[config.mk]
export PLATFORM = sky130hd
export DESIGN_NAME = rx_packet_ctrl
export DESIGN_NICKNAME = d
export VERILOG_FILES = /design/src/rtl/rx_packet_ctrl.sv
export SDC_FILE = /design/constraint.sdc
export NUM_CORES = 1
export LEC_CHECK = 0
export BUFFER_PORTS_ARGS = -buffer_cell sky130_fd_sc_hd__buf_2
export CAP_MARGIN = 40
export CELL_PAD_IN_SITES_DETAIL_PLACEMENT = 2
export CELL_PAD_IN_SITES_GLOBAL_PLACEMENT = 2
export CORE_MARGIN = 5
export CORE_UTILIZATION = 37
export CTS_BUF_LIST = sky130_fd_sc_hd__clkbuf_4
export CTS_CLUSTER_SIZE = 14
export DETAILED_ROUTE_END_ITERATION = 8
export PLACE_DENSITY = 0.79
export SLEW_MARGIN = 20
export SYNTH_ARGS = -nofsm -noshare
export SYNTH_HDL_FRONTEND = slang
export SYNTH_SLANG_ARGS = --single-unit
[constraint.sdc]
create_clock -name clk -period 2.6 [get_ports clk]
set_clock_uncertainty 0.05 [all_clocks]
set_input_delay 0.52 -clock clk [delete_from_list [all_inputs] [get_ports clk]]
set_output_delay 0.52 -clock clk [all_outputs]
set_load 0.05 [all_outputs]
[src/rtl/rx_packet_ctrl.sv]
// ---------------------------------------------------------------------------
// rx_packet_ctrl
//
// Receive-side packet controller. It consumes decoded, de-stuffed bytes from
// the line decoder. It checks the sync byte and the PID. Token and handshake
// packets are followed to their end-of-packet. Data payload goes into the
// data buffer. The last two bytes of every data packet are the CRC16, so they
// are held back and never written.
//
// Ports
//   clk                   rising-edge system clock
//   n_rst                 asynchronous active-low reset
//   byte_valid            one-cycle pulse, rx_byte is valid
//   rx_byte[7:0]          decoded, de-stuffed byte
//   eop                   one-cycle pulse, end of packet seen on the line
//   line_err              one-cycle pulse, bit-stuff or line-state violation
//   buffer_occupancy[6:0] current data buffer fill, 0..64
//   rx_packet[3:0]        PID of the last accepted packet
//   rx_data_ready         a complete, valid data packet is in the buffer
//   rx_transfer_active    a packet is being received (state != IDLE)
//   rx_error              the last packet was in error
//   flush                 one-cycle pulse that empties the buffer
//   store_rx_packet_data  one-cycle write strobe to the buffer
//   rx_packet_data[7:0]   byte written with the store strobe
// ---------------------------------------------------------------------------
module rx_packet_ctrl (
  input  logic       clk,
  input  logic       n_rst,
  input  logic       byte_valid,
  input  logic [7:0] rx_byte,
  input  logic       eop,
  input  logic       line_err,
  input  logic [6:0] buffer_occupancy,
  output logic [3:0] rx_packet,
  output logic       rx_data_ready,
  output logic       rx_transfer_active,
  output logic       rx_error,
  output logic       flush,
  output logic       store_rx_packet_data,
  output logic [7:0] rx_packet_data
);

  localparam logic [7:0] SYNC_BYTE = 8'h80;
  localparam logic [6:0] BUF_FULL  = 7'd64;

  localparam logic [3:0] PID_OUT   = 4'b0001;
  localparam logic [3:0] PID_IN    = 4'b1001;
  localparam logic [3:0] PID_DATA0 = 4'b0011;
  localparam logic [3:0] PID_DATA1 = 4'b1011;
  localparam logic [3:0] PID_ACK   = 4'b0010;
  localparam logic [3:0] PID_NAK   = 4'b1010;
  localparam logic [3:0] PID_STALL = 4'b1110;

  typedef enum logic [2:0] {
    IDLE, PID, TOK1, TOK2, TOK_EOP, HS_EOP, DATA, DRAIN
  } state_t;

  state_t     state, state_n;
  logic [7:0] h0, h1, h0_n, h1_n;   // h0 = newest payload byte, h1 = older
  logic [1:0] count, count_n;       // number of valid bytes in h0/h1
  logic [3:0] rx_packet_n;
  logic       rx_error_n, rx_data_ready_n, flush_n, store_n;
  logic [7:0] rx_packet_data_n;
  logic       pid_ok;

  // A PID byte carries its 4-bit code in the low nibble and the complement
  // of that code in the high nibble.
  assign pid_ok = (rx_byte[7:4] == ~rx_byte[3:0]);

  // NOTE: every signal assigned in this block gets a default first. A path
  // that leaves a signal unassigned would otherwise infer a latch.
  always_comb begin
    state_n          = state;
    h0_n             = h0;
    h1_n             = h1;
    count_n          = count;
    rx_packet_n      = rx_packet;
    rx_error_n       = rx_error;
    rx_data_ready_n  = rx_data_ready;
    rx_packet_data_n = rx_packet_data;
    flush_n          = 1'b0;
    store_n          = 1'b0;

    // A line error aborts any packet in progress. It has priority over eop
    // and over byte_valid.
    if (state != IDLE && line_err) begin
      state_n    = DRAIN;
      rx_error_n = 1'b1;
    end else begin
      unique case (state)
        IDLE: begin
          if (byte_valid) begin
            if (rx_byte == SYNC_BYTE) begin
              state_n         = PID;
              rx_error_n      = 1'b0;
              rx_data_ready_n = 1'b0;
            end else begin
              state_n    = DRAIN;
              rx_error_n = 1'b1;
            end
          end
        end

        PID: begin
          if (eop) begin
            state_n    = IDLE;
            rx_error_n = 1'b1;
          end else if (byte_valid) begin
            if (!pid_ok) begin
              state_n    = DRAIN;
              rx_error_n = 1'b1;
            end else begin
              case (rx_byte[3:0])
                PID_OUT, PID_IN: begin
                  state_n     = TOK1;
                  rx_packet_n = rx_byte[3:0];
                end
                PID_ACK, PID_NAK, PID_STALL: begin
                  state_n     = HS_EOP;
                  rx_packet_n = rx_byte[3:0];
                end
                PID_DATA0, PID_DATA1: begin
                  state_n     = DATA;
                  rx_packet_n = rx_byte[3:0];
                  flush_n     = 1'b1;
                  count_n     = 2'd0;
                end
                default: begin
                  state_n    = DRAIN;
                  rx_error_n = 1'b1;
                end
              endcase
            end
          end
        end

        TOK1, TOK2: begin
          // The two token bytes (address/endpoint/CRC5) are not stored.
          if (eop) begin
            state_n    = IDLE;
            rx_error_n = 1'b1;
          end else if (byte_valid) begin
            state_n = (state == TOK1) ? TOK2 : TOK_EOP;
          end
        end

        TOK_EOP, HS_EOP: begin
          if (eop) begin
            state_n = IDLE;
          end else if (byte_valid) begin
            state_n    = DRAIN;
            rx_error_n = 1'b1;
          end
        end

        DATA: begin
          if (eop) begin
            // A good data packet ends with exactly the two CRC bytes held.
            state_n = IDLE;
            if (count == 2'd2) rx_data_ready_n = 1'b1;
            else               rx_error_n      = 1'b1;
          end else if (byte_valid) begin
            if (count == 2'd2 && buffer_occupancy == BUF_FULL) begin
              state_n    = DRAIN;
              rx_error_n = 1'b1;
            end else begin
              if (count == 2'd2) begin
                store_n          = 1'b1;
                rx_packet_data_n = h1;
              end else begin
                count_n = count + 2'd1;
              end
              h1_n = h0;
              h0_n = rx_byte;
            end
          end
        end

        DRAIN: begin
          if (eop) state_n = IDLE;
        end

        default: state_n = IDLE;
      endcase
    end
  end

  // NOTE: sequential state uses non-blocking assignments only, so every
  // register samples the values that were present before the edge.
  // NOTE: the holding registers h0/h1 are reset along with the control state.
  // This leaves no register in an unknown state after reset.
  always_ff @(posedge clk or negedge n_rst) begin
    if (!n_rst) begin
      state                <= IDLE;
      h0                   <= 8'h00;
      h1                   <= 8'h00;
      count                <= 2'd0;
      rx_packet            <= 4'h0;
      rx_error             <= 1'b0;
      rx_data_ready        <= 1'b0;
      rx_transfer_active   <= 1'b0;
      flush                <= 1'b0;
      store_rx_packet_data <= 1'b0;
      rx_packet_data       <= 8'h00;
    end else begin
      state                <= state_n;
      h0                   <= h0_n;
      h1                   <= h1_n;
      count                <= count_n;
      rx_packet            <= rx_packet_n;
      rx_error             <= rx_error_n;
      rx_data_ready        <= rx_data_ready_n;
      rx_transfer_active   <= (state_n != IDLE);
      flush                <= flush_n;
      store_rx_packet_data <= store_n;
      rx_packet_data       <= rx_packet_data_n;
    end
  end

endmodule

==> flow_summary.ini <==
[outcome]
status = finished, final reports clean

[floorplanning]
placeableCoreArea_sq_um = 5110
die_h_microns = 82.4
row_count = 26
num_io_pins = 37
die_w_microns = 82.4
die_area_sq_um = 6790
start_util = 0.379

[logic_synthesis]
synthArstFlopShare = 1.00
syn_inst = 163
ys.flop_type = dfrtp_1
synth_area_leader_cell = dfrtp_1
ys_seq_area_frac = 0.491
synth_area_sq_um = 1940
synth_compound_area_frac = 0.101
yosysTopAreaCellShare = 0.491
synth_fa_ha_area_frac = 0.0116
synth_cell_type_count = 51
synthMostInstantiatedCell = dfrtp_1
synth_edf_count = 0
synth_top_family_by_area = multiplexers
synth_xor_area_frac = 0.0181
synth.avg_cell_area_sq_um = 11.9
synthMuxAreaShare = 0.187
synth-seq-cells = 38
syn_nets = 184
synth.area.top_cells = dfrtp_1 (49%), mux2_2 (15%), mux2_4 (3.1%)
synth_simple_gate_area_frac = 0.147
yosysWarnings = 0
synth_common_cells = dfrtp_1 (38), mux2_2 (25), nand2_1 (8)

[setup_path]
end_kind = register
rrSetupSlack_ns = 0.35
cp-start-kind = register
crit_buf_inv = 1
cp_max_fo = 12
r2r_end = rx_packet_data[3]
required_ns = 2.80
path_class = register to register
path_cells = or3_1 > a21oi_1 > nand2_1 > a211oi_4 > buf_12 > mux2_2
max_stage_delay_ns = 0.53
path_delay_family = simple AND/OR/NAND/NOR gates
reg2reg_from = state[0]
crit_arrival_ns = 2.45
slowest_stage = dfrtp_1
ff2ff_path_depth = 6

[worst_hold_path]
min_from = rx_byte[5]
min_to = h0[5]
hp-class = input port to register
hold_depth = 2

[routing]
vias = 1474
routed_wl_mm = 5.25
drc = 0
post_drt_wl_per_cell_microns = 19.1
vias_per_cell = 5.36
first_pass_iters = 4
ant_nets = 0
drt_iter0_drc = 77

[timing]
timing.fmax_ghz = 0.444
drv_slew = 0
worstMarginPinSlew_ns = 0.494
fin_crit_sh = 0.866
setup_viol = 0
rsz0062_at_grt = false
hold_violations = 0
period_minus_slack_ns = 2.25
slew_headroom = 0.668
fin_setup_tns_ns = 0

[grt]
met1_usage = 0.203
grt_max_degree = 39
use_met2 = 0.288
grt_pass1_vias = 1612
grt_first_pass_wirelength_mm = 8.31
antenna_found_initial = 0
grt_overflow = 0
gr-max-usage-layer = met2
grt_use_met3 = 0.0445
grt_util_all_layers = 0.167

[cts]
htreeDepth = 2
cts_tree = yes
clk_path_buf_depth = 2
cts_resized = 0
clock_latency_ns = 0.37
clk_pin_slew_ns = 0.14
cts_buffers = 5
cts_root_buf = clkbuf_4
cts.sinks = 38

[final_layout]
area_growth_pct = 20.3
fillers = 551
final_util = 0.456
insertedDiodeCount = 0
drive_above_1_share = 0.439
fin_nets = 225

[placed_design]
gp_congestion = 0.859
io_buffers = 36
dp_hpwl_mm = 3.79

[pwr]
ir_drop_v = 0.000440
p_per_area_nw_per_um2 = 821
cellLeakagePower_uw = 0.00107

[flow_run]
max_cap_viol_count = 0
## power breakdown
part	total (uW)	leakage, uW	switching (uW)	internal [uW]
clock network	521	0.0000554	221	301
registers	855	0.000484	99.9	755
logic	538	0.000530	318	220
total	1910	0.00107	639	1280
## worst max path at each step
stage | to | cells past startpoint | slack (ns) | start
after floorplan | rx_transfer_active | 6 | 0.48 | rx_byte[0]
after global placement | rx_packet_data[0] | 6 | 0.15 | eop
after detailed placement | rx_packet_data[2] | 6 | 0.04 | eop
after CTS | rx_packet_data[3] | 5 | 0.02 | state[0]
after global routing | rx_packet_data[5] | 6 | 0.20 | state[2]
final | rx_packet_data[3] | 6 | 0.35 | state[0]
## metal layers
metal | part of all wire | up-vias
li1 | - | 679
met3 | 0.046 | 4
met4 | 0.0093 | 0
met5 | 0 | -
met1 | 0.43 | 754
met2 | 0.52 | 37
## registers in the layout, summed over array words and instances (netlist names)
name and count:
rx_packet_data 8, rx_packet 4, flush 1, store_rx_packet_data 1, h1 8, rx_transfer_active 1, rx_error 1, h0 8
rx_data_ready 1, count 2, state 3
## cell usage in the layout (no fill, tap or decap), drive strengths merged, types with 2 or more instances in the layout
cell	n
buf	43
dfrtp	38
mux2	29
nand2	8
nor2	7
o21ai	6
inv	5
a21oi	5
clkbuf	5
nor3	5
nand3	4
xnor2	4
nor4	4
nor4b	3
or2	3
nor3b	2
nand2b	2
mux2i	2
bufinv	2
o32a	2
## cell families after synthesis
family,Yosys count
and+or+nand+nor,47
muxes,31
adders and majority gates,2
buffers and inverters,15
AOI/OAI and AO/OA,26
xor gates and xnor gates,4
DFF,38
## per-stage QoR
step           worst slack, ns  power (uW)  std cells  hold WS [ns]  area [sq um]
3_3_place_gp             0.153        1360        264         0.413          2170
5_1_grt                  0.197        2020        275         0.386          2330
4_1_cts                 0.0221        1930        272         0.215          2280
3_5_place_dp            0.0422        1400        264         0.441          2170
6_report                 0.348        1910        275         0.386          2330
2_1_floorplan            0.480        1230        163         0.174          1940
## what timing repair did
item,CTS,global route
setup endpoints to repair,0,8
hold endpoints to repair,0,6
buffers inserted,0,1
hold buffers,0,1
## area by class of cell
cell class                 instances  area, sq um  share of cell area
inverter                           5         18.8             0.00805
multi-input combinational        110          900               0.386
clock buffer                       5         37.5              0.0161
sequential                        38          951               0.408
timing repair buffer              44          268               0.115
tap                               70         87.6              0.0376
clock inverter                     3         68.8              0.0295
(Power assumes the default switching activity.)
